$ cat src/rtl/sat_counter.sv
`default_nettype none
// +----------------------------------------------------------------------+
// | Module  : sat_counter                                                |
// | Brief   : Saturating up-counter with synchronous clear               |
// | Revision: 1.0                                                        |
// +----------------------------------------------------------------------+
module sat_counter #(
    parameter int W = 16
) (
    input  logic         clk,
    input  logic         reset,
    input  logic         clr,
    input  logic         inc,
    output logic [W-1:0] q
);

    localparam logic [W-1:0] c_one = W'(1);
    localparam logic [W-1:0] c_max = {W{1'b1}};

    logic [W-1:0] r_q;

    // Clear wins over a same-cycle increment.
    always_ff @(posedge clk) begin
        if (reset) begin
            r_q <= '0;
        end else if (clr) begin
            r_q <= '0;
        end else if (inc && (r_q != c_max)) begin
            r_q <= r_q + c_one;
        end
    end

    assign q = r_q;

endmodule
`default_nettype wire

$ cat config.mk
export PLATFORM = sky130hd
export DESIGN_NAME = sat_counter
export DESIGN_NICKNAME = d
export VERILOG_FILES = /design/src/rtl/sat_counter.sv
export SDC_FILE = /design/constraint.sdc
export NUM_CORES = 1
export LEC_CHECK = 0
export BUFFER_PORTS_ARGS = -buffer_cell sky130_fd_sc_hd__buf_2
export CORE_ASPECT_RATIO = 1.1
export CORE_MARGIN = 2
export CORE_UTILIZATION = 30
export CTS_CLUSTER_SIZE = 30
export DETAILED_ROUTE_END_ITERATION = 12
export PLACE_DENSITY_LB_ADDON = 0.3
export SYNTH_ARGS = -nofsm -noshare
export SYNTH_HDL_FRONTEND = slang
export SYNTH_SLANG_ARGS = --single-unit
$ cat constraint.sdc
create_clock -name clk -period 1.9 [get_ports clk]
set_input_delay 0.19 -clock clk [delete_from_list [all_inputs] [get_ports clk]]
set_output_delay 0.19 -clock clk [all_outputs]
set_load 0.005 [all_outputs]
==> results.md, run 1 <==
- Clock latency on the worst-skew pair, taken at its later pin, is 0.29 ns.
- Summing all placed instances gives a cell area of 1027 um2.
- The worst-path maximum fanout is 12.
- The die covers 3516 um2.
- The actual slew at the worst max-slew pin is 0.4854 ns.
- The count of fill cells added during filler insertion is 321.
- The worst hold path was traced through 3 stages.
- The highest metal layer carrying signal wires in the routed design is met4.
- The area growth from synthesis to layout is 14.46%.
- The maximum number of pins on one net before global-route repair is 13.
- The slowest stage of the critical path belongs to the cell dfxtp_1.
- The final hold violation count is 0.
- The detailed-route DRC error count is 0.
- The detailed-routed wire length on met3 is 74 um.
- The combined buffer and inverter count along the critical path is 0.
- During I/O placement, the number of pins put on the boundary was 20.
- Walking the worst path, the cells encountered are nand4_4 > nor3_4 > a21boi_0 > mux2i_1.
- The floorplan step set the die width to 56.72 um.
- After detailed routing, the average wire length per cell comes to 13.15 um.
- After routing, the total negative slack on setup checks comes to 0 ns.
- The power per cell area is 520.0 nW/um2.
- Yosys printed 0 warnings.
- Setup repair after global routing left no endpoint under its margin.
- Derived from the worst setup path, the maximum achievable clock frequency is 0.5901 GHz.
- Port buffering added 19 buffers.
- The cell count after placement is 152.
- For this block, the initial DRC count from the detailed router was 18.
- The final worst setup slack is 0.2055 ns.
- After legalization and detailed placement, the total HPWL measured 1.520 mm.
- For the worst setup path, the data arrival time is 1.87 ns.
- The worst clock skew is 0.003127 ns.
- The number of antenna violations at the first check in global routing is 0.
- The finished layout holds 155 standard cells, fillers aside.
- In this run the mean area of a mapped cell was 8.991 um2.
- The first-pass GRT wire length is 3.422 mm.
- TritonCTS built the clock tree.
- Before antenna repair, the detailed router went through 4 iterations.
- The residual overflow from global routing is 0.
- In this run the static leakage power is 0.4278 nW.
- The detailed-route via count is 841.
- The critical path capture point type is a flop.
- Before CTS, the worst setup slack after placement is 0.2348 ns.
- The antenna cell count is 0.
- The fraction of synthesis flops using an asynchronous set or reset pin is 0%.
- Grouping stages by cell kind, the critical path spends the most delay in simple AND/OR/NAND/NOR gates.
- The via count of the first global-routing pass came to 743.
- On the worst path, the slowest cell contributes a delay of 0.48 ns.
- The startpoint identified for the worst register-to-register timing path is q[13]$_SDFFE_PP0P_.
- In this run the vertical extent of the chip is 61.99 um.
- The number of buffers created by CTS is 3.
- For this design, the CTS-stage hold fixing added 0 buffers.
- In the final routing, the length of wire on met1 measures 953 um.
- The buffer levels on the longest clock path is 2.
- The number of synthesized flops with an enable pin is 0.
- In this run the cell area of the synthesized design comes to 917.1 um2.
- The design area is 1050 um2.
- After detailed routing, the number of vias per cell comes to 5.426.
- The number of nets handed over by synthesis was 107.
- Subtracting the final worst setup slack from the clock period gives 1.695 ns.
- CTS built an H-tree with a depth of 1.
- The worst register-to-register path ends at q[0]$_SDFFE_PP0P_.
- The ratio of final minimum period to clock period is 89.19%.
- The register with the most flip-flops in the layout has 16 of them.
- The worst min-delay path endpoint is q[11]$_SDFFE_PP0P_.
- The run finished with clean final reports.
- The share of the core filled with cells in the final layout is 35.36%.
- In this run the core area contains 21 standard-cell rows.
- The total global routing track utilization is 12.77%.
- In the synthesized netlist the dominant register cell turns out to be dfxtp_1.
- The congestion estimate from routability-driven global placement came to 0.7668.
- The path class of the tightest hold or removal check is in2reg.
- The residual antenna-violating net count after detailed routing is 0.
- The max-capacitance violation count is 0.
- The core footprint is 2969 um2.
- Measured against its own limit, the worst slew margin works out to 67.54%.
- The tree is rooted in a clkbuf_4.
- After synthesis, the netlist uses 36 different library cells.
- The sequential cell area fraction in the yosys report is 34.92%.
- Synthesis produced 102 cells.
- Once the clock tree was built, the resizer swapped 0 gates to a different size.
- The hold path startpoint is reset.
- The count of buffers added by post-CTS timing repair for setup is 0.
- For this run, the post-layout net count is 128.
- The max-slew violation count was 0.
- For the worst setup path, the data required time is 2.07 ns.
- STA classifies the critical path startpoint as a flop.
- In this run, synthesis produced a sequential element count of 16.
- The ratio of cells with drive above 1 in the final layout is 29.75%.
- The initial cell density of the core is 30.89%.
- The total of endpoints with negative setup slack in the final report is 0.
- The flop-to-flop setup slack is 0.21 ns.
- Detailed routing placed a total of 954 um of wire on met2.
- For the worst flop-to-flop path, the logic depth is 4.
- The clock sink count is 16.
- The worst IR drop on VDD is 247.2 uV.
- Wires add up to 2.038 mm.
- After clock tree synthesis, the clock-pin slew on the worst setup and hold paths is 0.09 ns.
- The setup path with the least slack is of type reg2reg.
## worst max-delay path by stage
stage | startpoint | to | slack, ns | depth (start not counted)
finish | q[13]$_SDFFE_PP0P_ | q[0]$_SDFFE_PP0P_ | 0.21 | 4
global route | q[13]$_SDFFE_PP0P_ | q[0]$_SDFFE_PP0P_ | 0.10 | 4
CTS | q[13]$_SDFFE_PP0P_ | q[0]$_SDFFE_PP0P_ | 0.22 | 4
detailed placement | q[13]$_SDFFE_PP0P_ | q[0]$_SDFFE_PP0P_ | 0.23 | 4
global placement | q[13]$_SDFFE_PP0P_ | q[0]$_SDFFE_PP0P_ | 0.27 | 4
floorplan | q[0]$_SDFFE_PP0P_ | q[12]$_SDFFE_PP0P_ | 0.45 | 6
## metrics by stage
stage                     hold WS [ns]  power [mW]
after floorplan                 0.3694      0.3611
after global placement          0.4822      0.3726
after detailed placement        0.4931      0.3734
after CTS                       0.2424      0.5554
after global routing            0.2498      0.5723
final                           0.2434      0.5458
## synthesized netlist by cell type (3+ instances only)
cell      instances  share of area, %
nand2_1          13               5.3
a21oi_1           6               3.3
or3_1             4               2.7
a211oi_1          3               2.5
a31oi_1           4               2.7
and3_1            3               2.0
mux2i_1           6               6.5
or3_2             3               2.5
nand4_1           3               2.0
o21ai_0           4               2.2
dfxtp_1          16                35
nand3_1           5               2.7
## power by group
group,internal (mW),switching [mW]
Combinational,0.0111,0.0157
Clock,0.0739,0.107
Sequential,0.337,0.00191
Total,0.421,0.124
## layout by cell type (no fill, tap or decap), types with 4 or more instances in the layout
cell type  instances
or3_1              4
dfxtp_1           16
nand3_1            5
a31oi_1            4
nand2_1           13
mux2i_1            6
buf_2             19
o21ai_0            4
a21oi_1            6
## layout make-up
| type | instances | area, um2 | share of cell area (%) |
|---|---|---|---|
| tap | 34 | 42.54 | 4.052 |
| multi-input combinational | 80 | 550.5 | 52.44 |
| timing repair buffer | 21 | 110.1 | 10.49 |
| clock buffer | 3 | 22.52 | 2.145 |
| sequential | 16 | 320.3 | 30.51 |
| inverter | 1 | 3.754 | 0.3576 |
## metal layers
layer  global-route usage, %  vias to the layer above
met5                       0                        -
met4                   7.143                        0
met3                   2.692                        5
met2                   20.93                       18
met1                   15.91                      386
li1                        -                      432
## cell families (layout without fill, tap and decap cells)
| kind of cell | Yosys count | in the layout | synth area share [%] |
|---|---|---|---|
| buffers and inverters | 6 | 25 | 5.047 |
| flip-flops | 16 | 16 | 34.93 |
| AND/OR/NAND/NOR | 46 | 46 | 31.51 |
| multiplexers | 6 | 6 | 6.549 |
| adder cells (fa/ha/maj) | 1 | 1 | 1.364 |
| AO/OA/AOI/OAI | 27 | 27 | 20.60 |
## worst reg2reg max path, stage by stage, from the launching register on
cell      delay (ns)
dfxtp_1         0.48
nand4_4         0.18
nor3_4          0.48
a21boi_0        0.27
mux2i_1         0.16
No activity file was read; power rests on OpenSTA's default activity.
==> inputs of run 2 (changes only) <==
- RECOVER_POWER: not set -> 50
- clock period: 1.9 -> 1.6 ns (I/O delays scaled with it)
==> run 2 against run 1 <==
Effect of this change: utilization rose by 2.6 points; sequential power rose by 19%; non-clock buffer count rose by 10; final area rose by 7.3%; first-iteration DRC count rose by 5.6%; wire length rose by 7.0%; total power rose by 19%; clock skew rose by 0.0039 ns; critical path depth rose by 1; worst setup slack got worse by 0.095 ns; largest cell class unchanged; largest power group unchanged.
==> results.md, run 2 (synthesis results as in run 1) <==
- The core footprint was 2969 um2 (unchanged).
- The worst clock skew is 0.007009 ns (+0.003883 ns).
- The vertical die dimension came to 61.99 um (unchanged).
- The post-layout net count is 138 (+7.8%).
- The detailed-route DRC error count is 0 (unchanged).
- The worst setup path is captured at a flop.
- The final hold slack is 0.1992 ns (-0.04421 ns).
- In the layout the commonest cells are dfxtp_1 (16), buf_2 (15), nand2_1 (13).
- The via-per-instance ratio is 5.515 (+1.6%).
- The total of endpoints with negative setup slack in the final report came to 0 (unchanged).
- The number of antenna violations at the first check in global routing came to 0 (unchanged).
- The detailed-placement wirelength estimate is 1.665 mm (+9.6%).
- The count of buffers added by post-CTS timing repair for setup is 0 (unchanged).
- The data arrival time at the worst-slack endpoint is 1.67 ns (-0.20 ns).
- The ratio of cells with drive above 1 in the final layout is 33.59% (+3.8 points).
- The number of H-tree levels came to 1 (unchanged).
- The initial cell density of the core is 30.89% (unchanged).
- The clock period minus final worst setup slack is 1.489 ns (-0.2051 ns).
- The buffer levels on the longest clock path is 2 (unchanged).
- The area enclosed by the die boundary came to 3516 um2 (unchanged).
- The final hold violation count was 0 (unchanged).
- The commonest non-fill, non-tap cell in the layout is dfxtp_1.
- The combined buffer and inverter count along the critical path came to 1 (+1).
- The number of input and output port buffers inserted came to 19 (unchanged).
- The kind of cell adding the most delay to the critical path is simple AND/OR/NAND/NOR gates.
- The residual overflow from global routing was 0 (unchanged).
- The maximum number of pins on one net before global-route repair is 12 (-1).
- The final worst setup slack came to 0.1106 ns (-0.09488 ns).
- The worst max-slew margin expressed relative to the limit is 75.75% (+8.2 points).
- The achievable frequency is 0.6714 GHz (+14%).
- The overall routed net length is 2.181 mm (+7.0%).
- The detailed-route via count is 910 (+8.2%).
- The actual slew at the worst max-slew pin was 0.3606 ns (-0.1248 ns).
- The antenna cell count was 0 (unchanged).
- The first-pass GRT wire length came to 3.712 mm (+8.5%).
- The insertion delay of the later-clocked pin in the worst-skew pair is 0.29 ns (about the same).
- The worst-path maximum fanout is 6 (-6).
- The weighted congestion at the end of routability-driven global placement came to 0.7895 (+3.0%).
- The setup path with the least slack is of type reg2reg.
- The ratio of final minimum period to clock period is 93.09% (+3.9 points).
- The critical path goes through nand4_4 > nor3_4 > buf_4 > a211oi_1 > mux2i_1.
- The critical-path cell with the highest stage delay is dfxtp_1.
- The CTS tree is yes.
- The width of the die is 56.72 um (unchanged).
- The count of fill cells added during filler insertion was 319 (-0.62%).
- The final routed wire length divided by cell count is 13.22 um (+0.53%).
- The max-capacitance violation count is 0 (unchanged).
- The cell sitting at the root of the clock tree is a clkbuf_4.
- The total global routing track utilization came to 13.44% (+0.67 points).
- The data required time at the worst endpoint is 1.78 ns (-0.29 ns).
- The path class of the tightest hold or removal check is in2reg.
- The placement row count came to 21 (unchanged).
- The flow ran to the end, and the final reports show no timing, DRC or antenna violations.
- The flip-flop count of the largest register after layout is 16 (unchanged).
- The number of buffers created by CTS is 3 (unchanged).
- The largest stage delay on the critical path came to 0.44 ns (-0.04 ns).
- The area added between synthesis and finish is 22.78%.
- The worst setup path is launched from a flop.
- The length of the first detailed-routing pass in iterations is 4 (unchanged).
- The initial DRC count was 19 (+1).
- The via count of the first global-routing pass is 834 (+12%).
- The max-slew violation count is 0 (unchanged).
- The reported leakage power is 0.4641 nW (+8.5%).
- Setup repair after global routing could not meet its margin everywhere.
- The clock sink count is 16 (unchanged).
- The clock-pin slew on the worst setup and hold paths came to 0.10 ns (about the same).
- The top-level port count was 20 (unchanged).
- The worst IR drop on VDD is 475.8 uV (+93%).
- The total power of the final layout is 0.6520 mW (+19%).
- The residual antenna-violating net count after detailed routing is 0 (unchanged).
- The power per cell area is 579.0 nW/um2 (+11%).
- The worst-case setup slack after placement came to 0.1074 ns (-0.1275 ns).
==> run 2: cell count changes in the layout (fill, tap and decap cells not counted), sizes merged <==
cell	delta
buf	+6
clkbuf	+4
==> run 2: layer usage <==
metal	vias to the layer above	global-route usage, %	share of wire (%)
met4	0	7.143	1.5
li1	449	-	-
met2	27	21.43	48
met1	430	17.04	45
met5	-	0	0
met3	4	3.313	4.8
==> run 2: worst reg2reg max path, cell delays in order, from the launching register on <==
cell      delay, ns
dfxtp_1        0.44
nand4_4        0.17
nor3_4         0.35
buf_4          0.20
a211oi_1       0.09
mux2i_1        0.13
==> run 2: through the flow <==
step                      TNS (ns)  instances  util, %  instance area (um2)
after global routing      -0.06132        165    37.93                 1126
after CTS                        0        165    37.88                 1125
after floorplan                  0        102        -                917.1
after global placement           0        162    37.13                 1102
after detailed placement         0        162    37.13                 1102
final                            0        165    37.93                 1126
==> run 2: path summary, 6_finish.rpt <==
path | cells after the start | from | slack (ns) | endpoint
max | 5 | q[14]$_SDFFE_PP0P_ | 0.11 | q[15]$_SDFFE_PP0P_
min | 3 | reset | 0.20 | q[11]$_SDFFE_PP0P_
max reg2reg | 5 | q[14]$_SDFFE_PP0P_ | 0.11 | q[15]$_SDFFE_PP0P_
min reg2reg | 2 | q[5]$_SDFFE_PP0P_ | 0.51 | q[5]$_SDFFE_PP0P_
==> run 2: report_power, final <==
group	total, mW	internal (mW)	switching (mW)
logic	0.0350	0.0152	0.0197
clock network	0.216	0.0875	0.129
registers	0.401	0.400	0.000941
==> run 2: what timing repair did <==
item	in CTS	in global routing
endpoints found under the setup margin	0	4
gates resized for setup	0	2
hold buffers	0	0
==> run 2: area by class of cell <==
class	instances	area (um2)	area share (%)
Sequential cell	16	320.3	28.44
Tap cell	34	42.54	3.778
Inverter	1	3.754	0.3333
Multi-Input combinational cell	80	556.8	49.44
Timing Repair Buffer	31	180.2	16.00
Clock buffer	3	22.52	2.000
